--- src/rtl/steer_pkg.sv ---
// Shared types and default constants for the steering-enable stage.
// Holds the FSM state encoding, rider-weight thresholds and qualification terms.
// Build option: STEER_FAST_SIM_EN (used by steer_en_sm) selects TMR_TERM_FAST.
package steer_pkg;

    // 2'b11 is unused and treated as illegal by the FSM.
    typedef enum logic [1:0] {
        IDLE  = 2'b00,
        WAIT  = 2'b01,
        STEER = 2'b10
    } steer_st_t;

    localparam logic [12:0] MIN_RIDER_WT_DEF = 13'h0200;
    localparam logic [12:0] WT_HYST_DEF      = 13'h0040;
    localparam logic [26:0] TMR_TERM_DEF     = 27'd67_000_000;

    // Short qualification term so simulations reach STEER quickly.
    localparam logic [26:0] TMR_TERM_FAST    = 27'd32_767;

endpackage

--- src/rtl/steer_en_sm_ld_cmp.sv ---
// Load-cell arithmetic: sum, saturated difference and balance comparators.
// Latency: purely combinational, zero cycles.
// Backpressure: none, operates on the captured register values.
// Ports: lft_q/rght_q (captured 12-bit readings) in; sum, diff_sat,
//        diff_gt_1_4, diff_gt_15_16 out.
module ld_cmp (
    input  logic [11:0] lft_q,
    input  logic [11:0] rght_q,
    output logic [12:0] sum,
    output logic [11:0] diff_sat,
    output logic        diff_gt_1_4,
    output logic        diff_gt_15_16
);

    logic [12:0] diff;      // two's complement, range -4095..4095
    logic [12:0] diff_neg;
    logic [11:0] abs_diff;

    assign sum      = {1'b0, lft_q} + {1'b0, rght_q};
    assign diff     = {1'b0, lft_q} - {1'b0, rght_q};
    assign diff_neg = 13'd0 - diff;

    // |diff| is at most 4095, so the magnitude always fits in 12 bits.
    assign abs_diff = diff[12] ? diff_neg[11:0] : diff[11:0];

    // Bits 12 and 11 disagree exactly when the value is outside 12-bit signed range.
    always_comb begin
        diff_sat = diff[11:0];
        if (!diff[12] && diff[11])
            diff_sat = 12'h7FF;
        else if (diff[12] && !diff[11])
            diff_sat = 12'h800;
    end

    assign diff_gt_1_4   = {1'b0, abs_diff} > (sum >> 2);
    assign diff_gt_15_16 = {1'b0, abs_diff} > (sum - (sum >> 4));

endmodule

--- src/rtl/steer_en_sm.sv ---
// Rider-detect and steering-enable FSM feeding the balance controller.
// Latency: ld_vld -> ld_cell_diff/rider_off 2 clocks; en_steer after full WAIT qualification.
// Backpressure: none; ld_vld is a single-cycle strobe, registers hold without it.
// Ports: clk, rst (async active-high), ld_vld, lft_ld, rght_ld in;
//        rider_off, en_steer, ld_cell_diff, steer_st out.
// Build option: define STEER_FAST_SIM_EN to force the qualification term to 32,767 clocks.
module steer_en_sm
    import steer_pkg::*;
#(
    parameter logic [12:0] MIN_RIDER_WT = MIN_RIDER_WT_DEF,
    parameter logic [12:0] WT_HYST      = WT_HYST_DEF,
    parameter logic [26:0] TMR_TERM     = TMR_TERM_DEF
) (
    input  logic        clk,
    input  logic        rst,
    input  logic        ld_vld,
    input  logic [11:0] lft_ld,
    input  logic [11:0] rght_ld,
    output logic        rider_off,
    output logic        en_steer,
    output logic [11:0] ld_cell_diff,
    output logic [1:0]  steer_st
);

`ifdef STEER_FAST_SIM_EN
    localparam bit FAST_EN = 1'b1;
`else
    localparam bit FAST_EN = 1'b0;
`endif

    localparam logic [26:0] TERM      = FAST_EN ? TMR_TERM_FAST : TMR_TERM;
    localparam logic [26:0] TERM_LAST = TERM - 27'd1;
    localparam logic [12:0] LEAVE_WT  = MIN_RIDER_WT - WT_HYST;

    logic [11:0] lft_q;
    logic [11:0] rght_q;
    logic [12:0] sum;
    logic [11:0] diff_sat;
    logic        diff_gt_1_4;
    logic        diff_gt_15_16;

    steer_st_t   state_q;
    steer_st_t   state_nxt;
    logic [26:0] tmr_q;
    logic [26:0] tmr_nxt;

    // Input capture
    always_ff @(posedge clk or posedge rst) begin
        if (rst) begin
            lft_q  <= 12'd0;
            rght_q <= 12'd0;
        end else if (ld_vld) begin
            lft_q  <= lft_ld;
            rght_q <= rght_ld;
        end
    end

    ld_cmp u_ld_cmp (
        .lft_q         (lft_q),
        .rght_q        (rght_q),
        .sum           (sum),
        .diff_sat      (diff_sat),
        .diff_gt_1_4   (diff_gt_1_4),
        .diff_gt_15_16 (diff_gt_15_16)
    );

    // Rider detect with hysteresis; between the two thresholds the flag holds.
    always_ff @(posedge clk or posedge rst) begin
        if (rst) begin
            rider_off    <= 1'b1;
            ld_cell_diff <= 12'd0;
        end else begin
            ld_cell_diff <= diff_sat;
            if (sum < LEAVE_WT)
                rider_off <= 1'b1;
            else if (sum >= MIN_RIDER_WT)
                rider_off <= 1'b0;
        end
    end

    // FSM state, timer and en_steer
    always_ff @(posedge clk or posedge rst) begin
        if (rst) begin
            state_q  <= IDLE;
            tmr_q    <= 27'd0;
            en_steer <= 1'b0;
        end else begin
            state_q  <= state_nxt;
            tmr_q    <= tmr_nxt;
            // Registered from next state so it rises with the STEER entry edge.
            en_steer <= (state_nxt == STEER);
        end
    end

    // rider_off is tested first in every state so it wins over all else.
    // The timer stops at TERM_LAST because WAIT leaves for STEER there.
    always_comb begin
        state_nxt = state_q;
        tmr_nxt   = tmr_q;
        case (state_q)
            IDLE: begin
                if (!rider_off) begin
                    state_nxt = WAIT;
                    tmr_nxt   = 27'd0;
                end
            end
            WAIT: begin
                if (rider_off)
                    state_nxt = IDLE;
                else if (diff_gt_1_4)
                    tmr_nxt = 27'd0;
                else if (tmr_q == TERM_LAST)
                    state_nxt = STEER;
                else
                    tmr_nxt = tmr_q + 27'd1;
            end
            STEER: begin
                if (rider_off) begin
                    state_nxt = IDLE;
                end else if (diff_gt_15_16) begin
                    state_nxt = WAIT;
                    tmr_nxt   = 27'd0;
                end
            end
            default: begin
                state_nxt = IDLE;
                tmr_nxt   = 27'd0;
            end
        endcase
    end

    assign steer_st = state_q;

endmodule

--- config.mk ---
export PLATFORM = sky130hd
export DESIGN_NAME = steer_en_sm
export DESIGN_NICKNAME = d
export VERILOG_FILES = /design/src/rtl/steer_pkg.sv /design/src/rtl/steer_en_sm_ld_cmp.sv /design/src/rtl/steer_en_sm.sv
export SDC_FILE = /design/constraint.sdc
export NUM_CORES = 1
export LEC_CHECK = 0
export ABC_AREA = 1
export BUFFER_PORTS_ARGS = -buffer_cell sky130_fd_sc_hd__clkbuf_2
export CAP_MARGIN = 0
export CORE_MARGIN = 4
export CORE_UTILIZATION = 45
export CTS_CLUSTER_SIZE = 12
export DETAILED_ROUTE_END_ITERATION = 10
export PLACE_DENSITY = 0.64
export SLEW_MARGIN = 10
export SYNTH_ARGS = -nofsm -noshare
export SYNTH_HDL_FRONTEND = slang
export SYNTH_HIERARCHICAL = 1
export SYNTH_SLANG_ARGS = --single-unit
--- constraint.sdc ---
create_clock -name clk -period 7.16 [get_ports clk]
set_input_delay 0.358 -clock clk [delete_from_list [all_inputs] [get_ports clk]]
set_output_delay 0.358 -clock clk [all_outputs]
set_load 0.02 [all_outputs]
==> results of run 1 <==
how the worst max path moves through the flow:
stage	startpoint	to	slack, ns	depth (start not counted)
6_report	lft_q[2]$_DFFE_PP0P_	tmr_q[8]$_DFFE_PP0P_	1.88	28
5_1_grt	rght_q[2]$_DFFE_PP0P_	tmr_q[8]$_DFFE_PP0P_	1.28	29
4_1_cts	rght_q[2]$_DFFE_PP0P_	tmr_q[8]$_DFFE_PP0P_	1.92	29
3_5_place_dp	rght_q[5]$_DFFE_PP0P_	tmr_q[8]$_DFFE_PP0P_	1.94	25
3_3_place_gp	rght_q[5]$_DFFE_PP0P_	tmr_q[8]$_DFFE_PP0P_	1.89	25
2_1_floorplan	lft_q[0]$_DFFE_PP0P_	tmr_q[11]$_DFFE_PP0P_	2.95	29
power breakdown:
group	switching, mW	internal, mW
Sequential	0.0326	0.431
Combinational	0.888	0.472
Clock	0.171	0.243
layout make-up:
| type | instances | area share (%) |
|---|---|---|
| clock inverters | 4 | 0.385 |
| well taps | 176 | 3.23 |
| inverters | 119 | 6.55 |
| clock buffers | 12 | 3.61 |
| flip-flops and latches | 67 | 24.6 |
| repair buffers | 43 | 3.19 |
| multi-input cells | 647 | 58.4 |
sequential cells by signal (all words and copies together) (netlist names):
register / flops
lft_q: 12
steer_st: 2
tmr_q: 27
ld_cell_diff: 12
rider_off: 1
rght_q: 12
en_steer: 1
worst max-delay path, delay by kind of cell (launching register included):
family	cells	cell delay, ns
buf+inv	3	0.20
simple gates	13	1.90
compound gates	7	1.17
flops	1	0.40
fa+ha+maj	3	1.07
xor+xnor	2	0.44
layer usage:
layer | share of wire (%) | wire length [um] | global-route usage, %
met1 | 53 | 7710 | 28.8
met2 | 42 | 6060 | 28.0
met3 | 4.0 | 579 | 3.26
met4 | 0.98 | 142 | 4.98
met5 | 0 | 0 | 0
layout by cell type (no fill, tap or decap), types with 3 or more instances in the layout:
cell type,n
nand3_1,48
a21o_1,3
nor2_4,4
xor2_1,26
o21ai_2,22
o21ai_0,31
nand3b_1,4
o21bai_1,3
mux2_2,24
o21ai_1,4
xor2_2,5
nor2_2,5
nor2_1,75
a21oi_2,3
a21oi_1,37
xnor2_1,6
ha_1,55
clkinv_1,3
inv_2,8
fa_1,3
clkbuf_2,42
clkbuf_16,9
inv_1,108
nand3_4,3
nor3_1,7
nor3_2,3
nand2_2,26
nand2_1,211
dfrtp_1,66
nand4_1,25
metrics by stage:
step                area, um^2  hold WS, ns  instances  setup slack (ns)  power, mW
floorplan                 6270        0.495        851              2.95       1.53
global placement          6550        0.514       1052              1.89       1.82
detailed placement        6550        0.524       1052              1.94       1.82
CTS                       6820        0.237       1068              1.92       2.24
global route              6820        0.244       1068              1.28       2.47
finish                    6820        0.248       1068              1.88       2.24
==> run_summary.xml, run 1 <==
<?xml version="1.0" encoding="UTF-8"?>
<metrics>
  <group name="outcome">
    <metric name="outcome" unit="">finished clean</metric>
  </group>
  <group name="clocking">
    <metric name="htree_levels" unit="">3</metric>
    <metric name="root_buffer" unit="">clkbuf_16</metric>
    <metric name="cts.clk_slew.worst_paths" unit="ns">0.06</metric>
    <metric name="cts_post_setup_buffers_inserted" unit="">0</metric>
    <metric name="cts_tree" unit="">built</metric>
    <metric name="clkLatencyLatePin" unit="ns">0.34</metric>
    <metric name="numClockSinks" unit="">67</metric>
    <metric name="clockBufferDepth" unit="">2</metric>
    <metric name="cts_hold_repair.buffers" unit="">0</metric>
    <metric name="post_cts_resized" unit="">0</metric>
    <metric name="number_of_cts_inserted_buffers" unit="">9</metric>
  </group>
  <group name="die">
    <metric name="dieHeight" unit="um">126</metric>
    <metric name="die_width" unit="um">126</metric>
    <metric name="fp.dieArea" unit="um^2">15900</metric>
    <metric name="floorplan.initialDensity" unit="%">46.6</metric>
    <metric name="coreArea" unit="um^2">13500</metric>
    <metric name="num_io_pins" unit="">43</metric>
    <metric name="floorplan.rows" unit="">42</metric>
  </group>
  <group name="timing">
    <metric name="highest_clock_rate" unit="MHz">189</metric>
    <metric name="min_period_over_period" unit="%">73.7</metric>
    <metric name="drv_slew" unit="">0</metric>
    <metric name="final-setup-viol-count" unit="">0</metric>
    <metric name="grt_setup_unrepaired" unit="">false</metric>
    <metric name="timing_worst_slew_pin_value" unit="ns">0.856</metric>
    <metric name="timing.final.crit_period" unit="ns">5.28</metric>
    <metric name="max_slew_margin" unit="%">42.9</metric>
    <metric name="setup-tns-final" unit="ns">0</metric>
    <metric name="skew_final" unit="ns">0.00563</metric>
    <metric name="timing.final.hold_violations" unit="">0</metric>
  </group>
  <group name="yosys">
    <metric name="number_of_nets_in_the_synthesized_netlist" unit="">936</metric>
    <metric name="yosysWarningCount" unit="">6</metric>
    <metric name="syn_area" unit="um^2">6270</metric>
    <metric name="syn_area_per_cell" unit="um^2">7.36</metric>
    <metric name="postSynthCellCount" unit="">851</metric>
  </group>
  <group name="setup_path">
    <metric name="cell_repeated_most_along_the_worst_path" unit="">nand2_1</metric>
    <metric name="critPathRequiredTime" unit="ns">7.40</metric>
    <metric name="crit_type" unit="">reg -&gt; reg</metric>
    <metric name="r2r_slack" unit="ns">1.88</metric>
    <metric name="slowest_cell_delay_on_critical_path" unit="ns">0.57</metric>
    <metric name="worst_setup_path_start_kind" unit="">register</metric>
    <metric name="worstPathArrival" unit="ns">5.51</metric>
    <metric name="critical_path.endpoint_type" unit="">register</metric>
    <metric name="worst-path-max-fanout" unit="">16</metric>
    <metric name="crit-reg2reg-capture" unit="">tmr_q[8]$_DFFE_PP0P_</metric>
    <metric name="reg2reg_from" unit="">lft_q[2]$_DFFE_PP0P_</metric>
    <metric name="timing.critical_path.slowest_stage_cell" unit="">nand4_2</metric>
    <metric name="depth_of_the_worst_register_to_register_path" unit="">28</metric>
  </group>
  <group name="finish">
    <metric name="multi_input_logic_area" unit="um^2">3990</metric>
    <metric name="layout-drive-gt1-share" unit="%">18.9</metric>
    <metric name="syn_to_final_growth" unit="%">8.84</metric>
    <metric name="post_layout_utilization_of_the_core" unit="%">50.7</metric>
    <metric name="n_antenna_cell" unit="">0</metric>
    <metric name="final_nets" unit="">972</metric>
    <metric name="nFillCells" unit="">1379</metric>
    <metric name="ff_latch_area" unit="um^2">1680</metric>
  </group>
  <group name="global_routing">
    <metric name="grt_pass1_wl" unit="um">24900</metric>
    <metric name="grt_start_max_net_pins" unit="">68</metric>
    <metric name="grt.total_usage" unit="%">19.0</metric>
    <metric name="first_global_vias" unit="">5128</metric>
    <metric name="grt_remaining_overflow" unit="">0</metric>
    <metric name="grt_antenna_before_repair" unit="">0</metric>
  </group>
  <group name="worst_hold_path">
    <metric name="min_delay_worst_endpoint" unit="">rght_q[11]$_DFFE_PP0P_</metric>
    <metric name="worst_hold_startpoint" unit="">rght_ld[11]</metric>
    <metric name="worst_hold_path.num_cells" unit="">2</metric>
    <metric name="type_of_the_worst_min_delay_path" unit="">in -&gt; reg</metric>
  </group>
  <group name="detailed_routing">
    <metric name="routed-via-count" unit="">5387</metric>
    <metric name="initialDrtViolationCount" unit="">376</metric>
    <metric name="drt_drc_violations_left" unit="">0</metric>
    <metric name="wl" unit="um">14500</metric>
    <metric name="drt.antenna.violating_nets" unit="">0</metric>
    <metric name="wire_per_inst" unit="um">13.6</metric>
    <metric name="dr.pass1.iters" unit="">5</metric>
    <metric name="avgViaCountPerCell" unit="">5.04</metric>
  </group>
  <group name="flow_run">
    <metric name="drv.max_cap_violation_count" unit="">0</metric>
  </group>
  <group name="placed_design">
    <metric name="io_buffer_count" unit="">42</metric>
    <metric name="hpwl" unit="um">11400</metric>
    <metric name="replace_congestion" unit="">0.910</metric>
  </group>
  <group name="power_and_ir_drop">
    <metric name="cellLeakagePower" unit="nW">3.37</metric>
    <metric name="cellPowerDensity" unit="nW/um^2">328</metric>
    <metric name="vdd_drop_max" unit="mV">0.157</metric>
  </group>
</metrics>
Note: power is estimated with default switching activity, not from simulation.
==> run 2, diff against run 1 <==
clock period = 5.44 ns   (was 7.16 ns; I/O delays follow)
==> run_summary.xml, run 2 (same netlist as run 1, synthesis figures left out) <==
<?xml version="1.0" encoding="UTF-8"?>
<metrics>
  <group name="flow_run">
    <metric name="drv.max_cap_violation_count" unit="">0</metric>
  </group>
  <group name="die">
    <metric name="dieHeight" unit="um">126</metric>
    <metric name="die_width" unit="um">126</metric>
    <metric name="num_io_pins" unit="">43</metric>
    <metric name="fp.dieArea" unit="um^2">15900</metric>
    <metric name="coreArea" unit="um^2">13500</metric>
    <metric name="floorplan.initialDensity" unit="%">46.6</metric>
    <metric name="floorplan.rows" unit="">42</metric>
  </group>
  <group name="placed_design">
    <metric name="replace_congestion" unit="">0.909</metric>
    <metric name="placed_cells" unit="">1055</metric>
    <metric name="io_buffer_count" unit="">42</metric>
    <metric name="hpwl" unit="um">11400</metric>
    <metric name="post-place-ws" unit="ns">0.378</metric>
  </group>
  <group name="detailed_routing">
    <metric name="initialDrtViolationCount" unit="">358</metric>
    <metric name="drt.antenna.violating_nets" unit="">0</metric>
    <metric name="avgViaCountPerCell" unit="">5.00</metric>
    <metric name="wl_met2" unit="um">5950</metric>
    <metric name="drt_drc_violations_left" unit="">0</metric>
    <metric name="routed-via-count" unit="">5357</metric>
    <metric name="uppermost_routed_layer" unit="">met4</metric>
    <metric name="dr.pass1.iters" unit="">5</metric>
    <metric name="wl" unit="um">14400</metric>
    <metric name="wirelength_met1" unit="um">7610</metric>
    <metric name="met3_length" unit="um">626</metric>
    <metric name="wire_per_inst" unit="um">13.4</metric>
  </group>
  <group name="global_routing">
    <metric name="grt_antenna_before_repair" unit="">0</metric>
    <metric name="first_global_vias" unit="">5042</metric>
    <metric name="grt_pass1_wl" unit="um">24500</metric>
    <metric name="grt_start_max_net_pins" unit="">68</metric>
    <metric name="grt.total_usage" unit="%">18.8</metric>
    <metric name="grt_remaining_overflow" unit="">0</metric>
  </group>
  <group name="finish">
    <metric name="register_name_with_the_most_flops" unit="">tmr_q</metric>
    <metric name="top_library_cells_by_usage_in_the_layout_fill_and_taps_aside" unit="">211 x nand2_1, 108 x inv_1, 74 x nor2_1, 66 x dfrtp_1, 55 x ha_1</metric>
    <metric name="final_nets" unit="">975</metric>
    <metric name="largest_register_ff_count" unit="">27</metric>
    <metric name="n_antenna_cell" unit="">0</metric>
    <metric name="post_layout_nonfiller_instances" unit="">1071</metric>
    <metric name="syn_to_final_growth" unit="%">9.66</metric>
    <metric name="layout-drive-gt1-share" unit="%">19.3</metric>
    <metric name="layout.cells.most_common" unit="">nand2_1</metric>
  </group>
  <group name="timing">
    <metric name="timing.final.hold_violations" unit="">0</metric>
    <metric name="timing.final.crit_period" unit="ns">4.81</metric>
    <metric name="timing_worst_slew_pin_value" unit="ns">0.872</metric>
    <metric name="drv_slew" unit="">0</metric>
    <metric name="final-setup-viol-count" unit="">0</metric>
    <metric name="skew_final" unit="ns">0.00534</metric>
    <metric name="max_slew_margin" unit="%">41.9</metric>
    <metric name="highest_clock_rate" unit="MHz">208</metric>
    <metric name="min_period_over_period" unit="%">88.4</metric>
    <metric name="setup-tns-final" unit="ns">0</metric>
    <metric name="grt_setup_unrepaired" unit="">false</metric>
    <metric name="setup_slack" unit="ns">0.631</metric>
  </group>
  <group name="clocking">
    <metric name="clockBufferDepth" unit="">2</metric>
    <metric name="clkLatencyLatePin" unit="ns">0.34</metric>
    <metric name="numClockSinks" unit="">67</metric>
    <metric name="cts.clk_slew.worst_paths" unit="ns">0.05</metric>
    <metric name="root_buffer" unit="">clkbuf_16</metric>
    <metric name="number_of_cts_inserted_buffers" unit="">9</metric>
    <metric name="htree_levels" unit="">3</metric>
    <metric name="post_cts_resized" unit="">0</metric>
    <metric name="cts_tree" unit="">built</metric>
    <metric name="cts_post_setup_buffers_inserted" unit="">0</metric>
    <metric name="cts_hold_repair.buffers" unit="">0</metric>
  </group>
  <group name="setup_path">
    <metric name="slowest_cell_delay_on_critical_path" unit="ns">0.40</metric>
    <metric name="cp.depth" unit="">30</metric>
    <metric name="worstPathArrival" unit="ns">5.02</metric>
    <metric name="critical_path.endpoint_type" unit="">register</metric>
    <metric name="crit_type" unit="">reg -&gt; reg</metric>
    <metric name="timing.critical_path.slowest_stage_cell" unit="">dfrtp_1</metric>
    <metric name="cell_repeated_most_along_the_worst_path" unit="">nand2_1</metric>
    <metric name="worst-path-max-fanout" unit="">38</metric>
    <metric name="cell_type_group_with_the_largest_total_delay_on_the_critical_path" unit="">simple AND/OR/NAND/NOR gates</metric>
    <metric name="cp.buffers_inverters" unit="">3</metric>
    <metric name="worst_setup_path_start_kind" unit="">register</metric>
    <metric name="depth_of_the_worst_register_to_register_path" unit="">30</metric>
    <metric name="critPathRequiredTime" unit="ns">5.65</metric>
  </group>
  <group name="power_and_ir_drop">
    <metric name="cellPowerDensity" unit="nW/um^2">439</metric>
    <metric name="cellLeakagePower" unit="nW">3.40</metric>
    <metric name="vdd_drop_max" unit="mV">0.208</metric>
  </group>
  <group name="worst_hold_path">
    <metric name="worst_hold_path.num_cells" unit="">2</metric>
    <metric name="type_of_the_worst_min_delay_path" unit="">in -&gt; reg</metric>
  </group>
  <group name="outcome">
    <metric name="outcome" unit="">finished clean</metric>
  </group>
</metrics>
-- run 2: layout make-up --
cell class / count / area, um^2
Clock buffer: 12 / 246
Clock inverter: 4 / 48.8
Fill cell: 1368 / 6580
Inverter: 119 / 447
Multi-Input combinational cell: 647 / 3990
Sequential cell: 67 / 1680
Tap cell: 176 / 220
Timing Repair Buffer: 46 / 244
-- run 2: path summary, 6_finish.rpt --
kind	from	slack, ns	end
worst max-delay path	lft_q[0]$_DFFE_PP0P_	0.63	tmr_q[9]$_DFFE_PP0P_
worst min register to register	tmr_q[26]$_DFFE_PP0P_	0.54	tmr_q[26]$_DFFE_PP0P_
min in group asynchronous	rst	0.17	tmr_q[22]$_DFFE_PP0P_
worst min-delay path	rght_ld[8]	0.16	rght_q[8]$_DFFE_PP0P_
worst max register to register	lft_q[0]$_DFFE_PP0P_	0.63	tmr_q[9]$_DFFE_PP0P_
max in group asynchronous	rst	4.70	ld_cell_diff[2]$_DFF_PP0_
-- run 2: where the power goes --
part	leakage [nW]	switching, mW	internal (mW)
Sequential	0.847	0.0420	0.567
Combinational	2.40	1.18	0.643
Clock	0.147	0.219	0.367
Total	3.40	1.44	1.58
-- run 2: per-layer routing --
metal	GRT usage, %	up-vias
met5	0	-
met4	6.06	0
met3	3.85	13
met2	26.9	100
met1	28.3	2417
li1	-	2827
-- run 2: metrics by stage --
step	util (%)	hold slack (ns)	power, mW	area [um^2]
floorplan	-	0.424	2.02	6270
global placement	48.8	0.505	2.41	6570
detailed placement	48.8	0.507	2.41	6570
CTS	51.0	0.148	3.03	6870
global route	51.1	0.154	3.34	6870
finish	51.1	0.162	3.02	6870
==> run 3, diff against run 2 <==
CORE_MARGIN = 5   (was 4)
==> run_summary.xml, run 3 (same netlist as run 1, synthesis figures left out) <==
<?xml version="1.0" encoding="UTF-8"?>
<metrics>
  <group name="detailed_routing">
    <metric name="routed-via-count" unit="">5451</metric>
    <metric name="wl" unit="um">14400</metric>
    <metric name="avgViaCountPerCell" unit="">5.07</metric>
    <metric name="drt.antenna.violating_nets" unit="">0</metric>
    <metric name="drt_drc_violations_left" unit="">0</metric>
    <metric name="initialDrtViolationCount" unit="">371</metric>
    <metric name="dr.pass1.iters" unit="">5</metric>
    <metric name="wire_per_inst" unit="um">13.4</metric>
  </group>
  <group name="power_and_ir_drop">
    <metric name="cellLeakagePower" unit="nW">3.41</metric>
    <metric name="cellPowerDensity" unit="nW/um^2">443</metric>
    <metric name="pwr-share-comb" unit="%">59.5</metric>
    <metric name="power.share.switching" unit="%">47.4</metric>
    <metric name="power_frac_seq" unit="%">19.9</metric>
    <metric name="vdd_drop_max" unit="mV">0.207</metric>
    <metric name="pwr-share-clk" unit="%">20.6</metric>
    <metric name="internal-power" unit="mW">1.61</metric>
    <metric name="power_switching" unit="mW">1.45</metric>
    <metric name="design_power_total" unit="mW">3.06</metric>
  </group>
  <group name="finish">
    <metric name="layout-drive-gt1-share" unit="%">19.3</metric>
    <metric name="syn_to_final_growth" unit="%">10.0</metric>
    <metric name="ff_latch_area" unit="um^2">1680</metric>
    <metric name="post_layout_nonfiller_instances" unit="">1075</metric>
    <metric name="n_antenna_cell" unit="">0</metric>
    <metric name="register_name_with_the_most_flops" unit="">tmr_q</metric>
    <metric name="final_nets" unit="">975</metric>
    <metric name="layout.cells.most_common" unit="">nand2_1</metric>
    <metric name="multi_input_logic_area" unit="um^2">3990</metric>
    <metric name="top_library_cells_by_usage_in_the_layout_fill_and_taps_aside" unit="">211 x nand2_1, 108 x inv_1, 75 x nor2_1, 66 x dfrtp_1, 55 x ha_1</metric>
    <metric name="largest_register_ff_count" unit="">27</metric>
    <metric name="nFillCells" unit="">1428</metric>
  </group>
  <group name="placed_design">
    <metric name="hpwl" unit="um">11400</metric>
    <metric name="post-place-ws" unit="ns">0.408</metric>
    <metric name="placed_cells" unit="">1059</metric>
    <metric name="replace_congestion" unit="">0.911</metric>
    <metric name="io_buffer_count" unit="">42</metric>
  </group>
  <group name="setup_path">
    <metric name="r2r_slack" unit="ns">0.53</metric>
    <metric name="setup.worst_path.start" unit="">rght_q[5]$_DFFE_PP0P_</metric>
    <metric name="worst_setup_path_start_kind" unit="">register</metric>
    <metric name="slowest_cell_delay_on_critical_path" unit="ns">0.51</metric>
    <metric name="critical_path.endpoint_type" unit="">register</metric>
    <metric name="worstPathArrival" unit="ns">5.18</metric>
    <metric name="worst-path-max-fanout" unit="">38</metric>
    <metric name="depth_of_the_worst_register_to_register_path" unit="">28</metric>
    <metric name="timing.critical_path.slowest_stage_cell" unit="">ha_1</metric>
    <metric name="reg2reg_from" unit="">rght_q[5]$_DFFE_PP0P_</metric>
    <metric name="crit-reg2reg-capture" unit="">tmr_q[7]$_DFFE_PP0P_</metric>
    <metric name="crit_type" unit="">reg -&gt; reg</metric>
    <metric name="critPathRequiredTime" unit="ns">5.71</metric>
  </group>
  <group name="timing">
    <metric name="max_slew_margin" unit="%">42.7</metric>
    <metric name="skew_final" unit="ns">0.0129</metric>
    <metric name="timing.final.crit_period" unit="ns">4.91</metric>
    <metric name="timing_worst_slew_pin_value" unit="ns">0.860</metric>
    <metric name="timing.final.hold_violations" unit="">0</metric>
    <metric name="setup-tns-final" unit="ns">0</metric>
    <metric name="setup_slack" unit="ns">0.534</metric>
    <metric name="drv_slew" unit="">0</metric>
    <metric name="final-setup-viol-count" unit="">0</metric>
    <metric name="highest_clock_rate" unit="MHz">204</metric>
    <metric name="min_period_over_period" unit="%">90.2</metric>
    <metric name="grt_setup_unrepaired" unit="">false</metric>
  </group>
  <group name="worst_hold_path">
    <metric name="type_of_the_worst_min_delay_path" unit="">in -&gt; async</metric>
  </group>
  <group name="die">
    <metric name="dieHeight" unit="um">128</metric>
    <metric name="num_io_pins" unit="">43</metric>
    <metric name="coreArea" unit="um^2">13800</metric>
    <metric name="floorplan.rows" unit="">43</metric>
    <metric name="die_width" unit="um">128</metric>
    <metric name="floorplan.initialDensity" unit="%">45.5</metric>
    <metric name="fp.dieArea" unit="um^2">16400</metric>
  </group>
  <group name="clocking">
    <metric name="htree_levels" unit="">3</metric>
    <metric name="clockBufferDepth" unit="">2</metric>
    <metric name="cts.clk_slew.worst_paths" unit="ns">0.06</metric>
    <metric name="clkLatencyLatePin" unit="ns">0.35</metric>
    <metric name="root_buffer" unit="">clkbuf_16</metric>
    <metric name="cts_post_setup_buffers_inserted" unit="">0</metric>
    <metric name="cts_hold_repair.buffers" unit="">0</metric>
    <metric name="post_cts_resized" unit="">0</metric>
    <metric name="numClockSinks" unit="">67</metric>
    <metric name="cts_tree" unit="">built</metric>
    <metric name="number_of_cts_inserted_buffers" unit="">9</metric>
  </group>
  <group name="global_routing">
    <metric name="grt_remaining_overflow" unit="">0</metric>
    <metric name="grt_start_max_net_pins" unit="">68</metric>
    <metric name="first_global_vias" unit="">5243</metric>
    <metric name="grt.total_usage" unit="%">18.7</metric>
    <metric name="grt_antenna_before_repair" unit="">0</metric>
    <metric name="grt_pass1_wl" unit="um">24900</metric>
  </group>
  <group name="outcome">
    <metric name="outcome" unit="">finished clean</metric>
  </group>
  <group name="flow_run">
    <metric name="drv.max_cap_violation_count" unit="">0</metric>
  </group>
</metrics>
run 3: cell types whose count changed in the layout (fill, tap and decap cells not counted):
| cell | delta |
|---|---|
| bufinv_16 | +1 |
| clkbuf_1 | -1 |
| clkbuf_8 | -1 |
| inv_6 | +1 |
| nor2_1 | +1 |
| nor2_2 | -1 |
run 3: worst max-delay path: cells and delay by family (launching register included):
family / cells / cell delay (ns)
adders and majority gates: 3 / 1.08
AOI/OAI and AO/OA: 10 / 1.59
buffers and inverters: 4 / 0.51
xor gates and xnor gates: 1 / 0.16
DFF: 1 / 0.36
and+or+nand+nor: 10 / 1.10
run 3: worst max-delay path by stage:
stage	depth (start not counted)	end
floorplan	29	tmr_q[11]$_DFFE_PP0P_
global placement	26	tmr_q[9]$_DFFE_PP0P_
detailed placement	27	tmr_q[9]$_DFFE_PP0P_
CTS	27	tmr_q[9]$_DFFE_PP0P_
global route	28	tmr_q[6]$_DFFE_PP0P_
finish	28	tmr_q[7]$_DFFE_PP0P_
run 3: power groups by stage:
stage                     Clock, mW  Combinational, mW  Sequential [mW]
after floorplan                   0               1.35            0.663
after global placement            0               1.80            0.617
after detailed placement          0               1.80            0.619
after CTS                     0.649               1.81            0.610
after global routing          0.668               2.08            0.616
final                         0.631               1.82            0.608
run 3: per-layer routing:
| layer | vias to the layer above | wire length, um | global-route usage (%) |
|---|---|---|---|
| met3 | 18 | 648 | 3.83 |
| met2 | 120 | 6070 | 27.6 |
| li1 | 2822 | - | - |
| met5 | - | 0 | 0 |
| met4 | 0 | 277 | 6.49 |
| met1 | 2491 | 7390 | 27.2 |
run 3: area by class of cell:
cell class	count	share of cell area, %
Multi-Input combinational cell	647	57.8
Tap cell	180	3.27
Clock inverter	6	1.27
Clock buffer	10	3.32
Timing Repair Buffer	46	3.54
Sequential cell	67	24.3
Inverter	119	6.48
run 3: through the flow:
stage,cell area (um^2),hold WS [ns],util [%]
2_1_floorplan,6270,0.424,-
3_3_place_gp,6580,0.504,47.7
3_5_place_dp,6580,0.510,47.7
4_1_cts,6890,0.144,50.0
5_1_grt,6900,0.147,50.1
6_report,6900,0.157,50.1
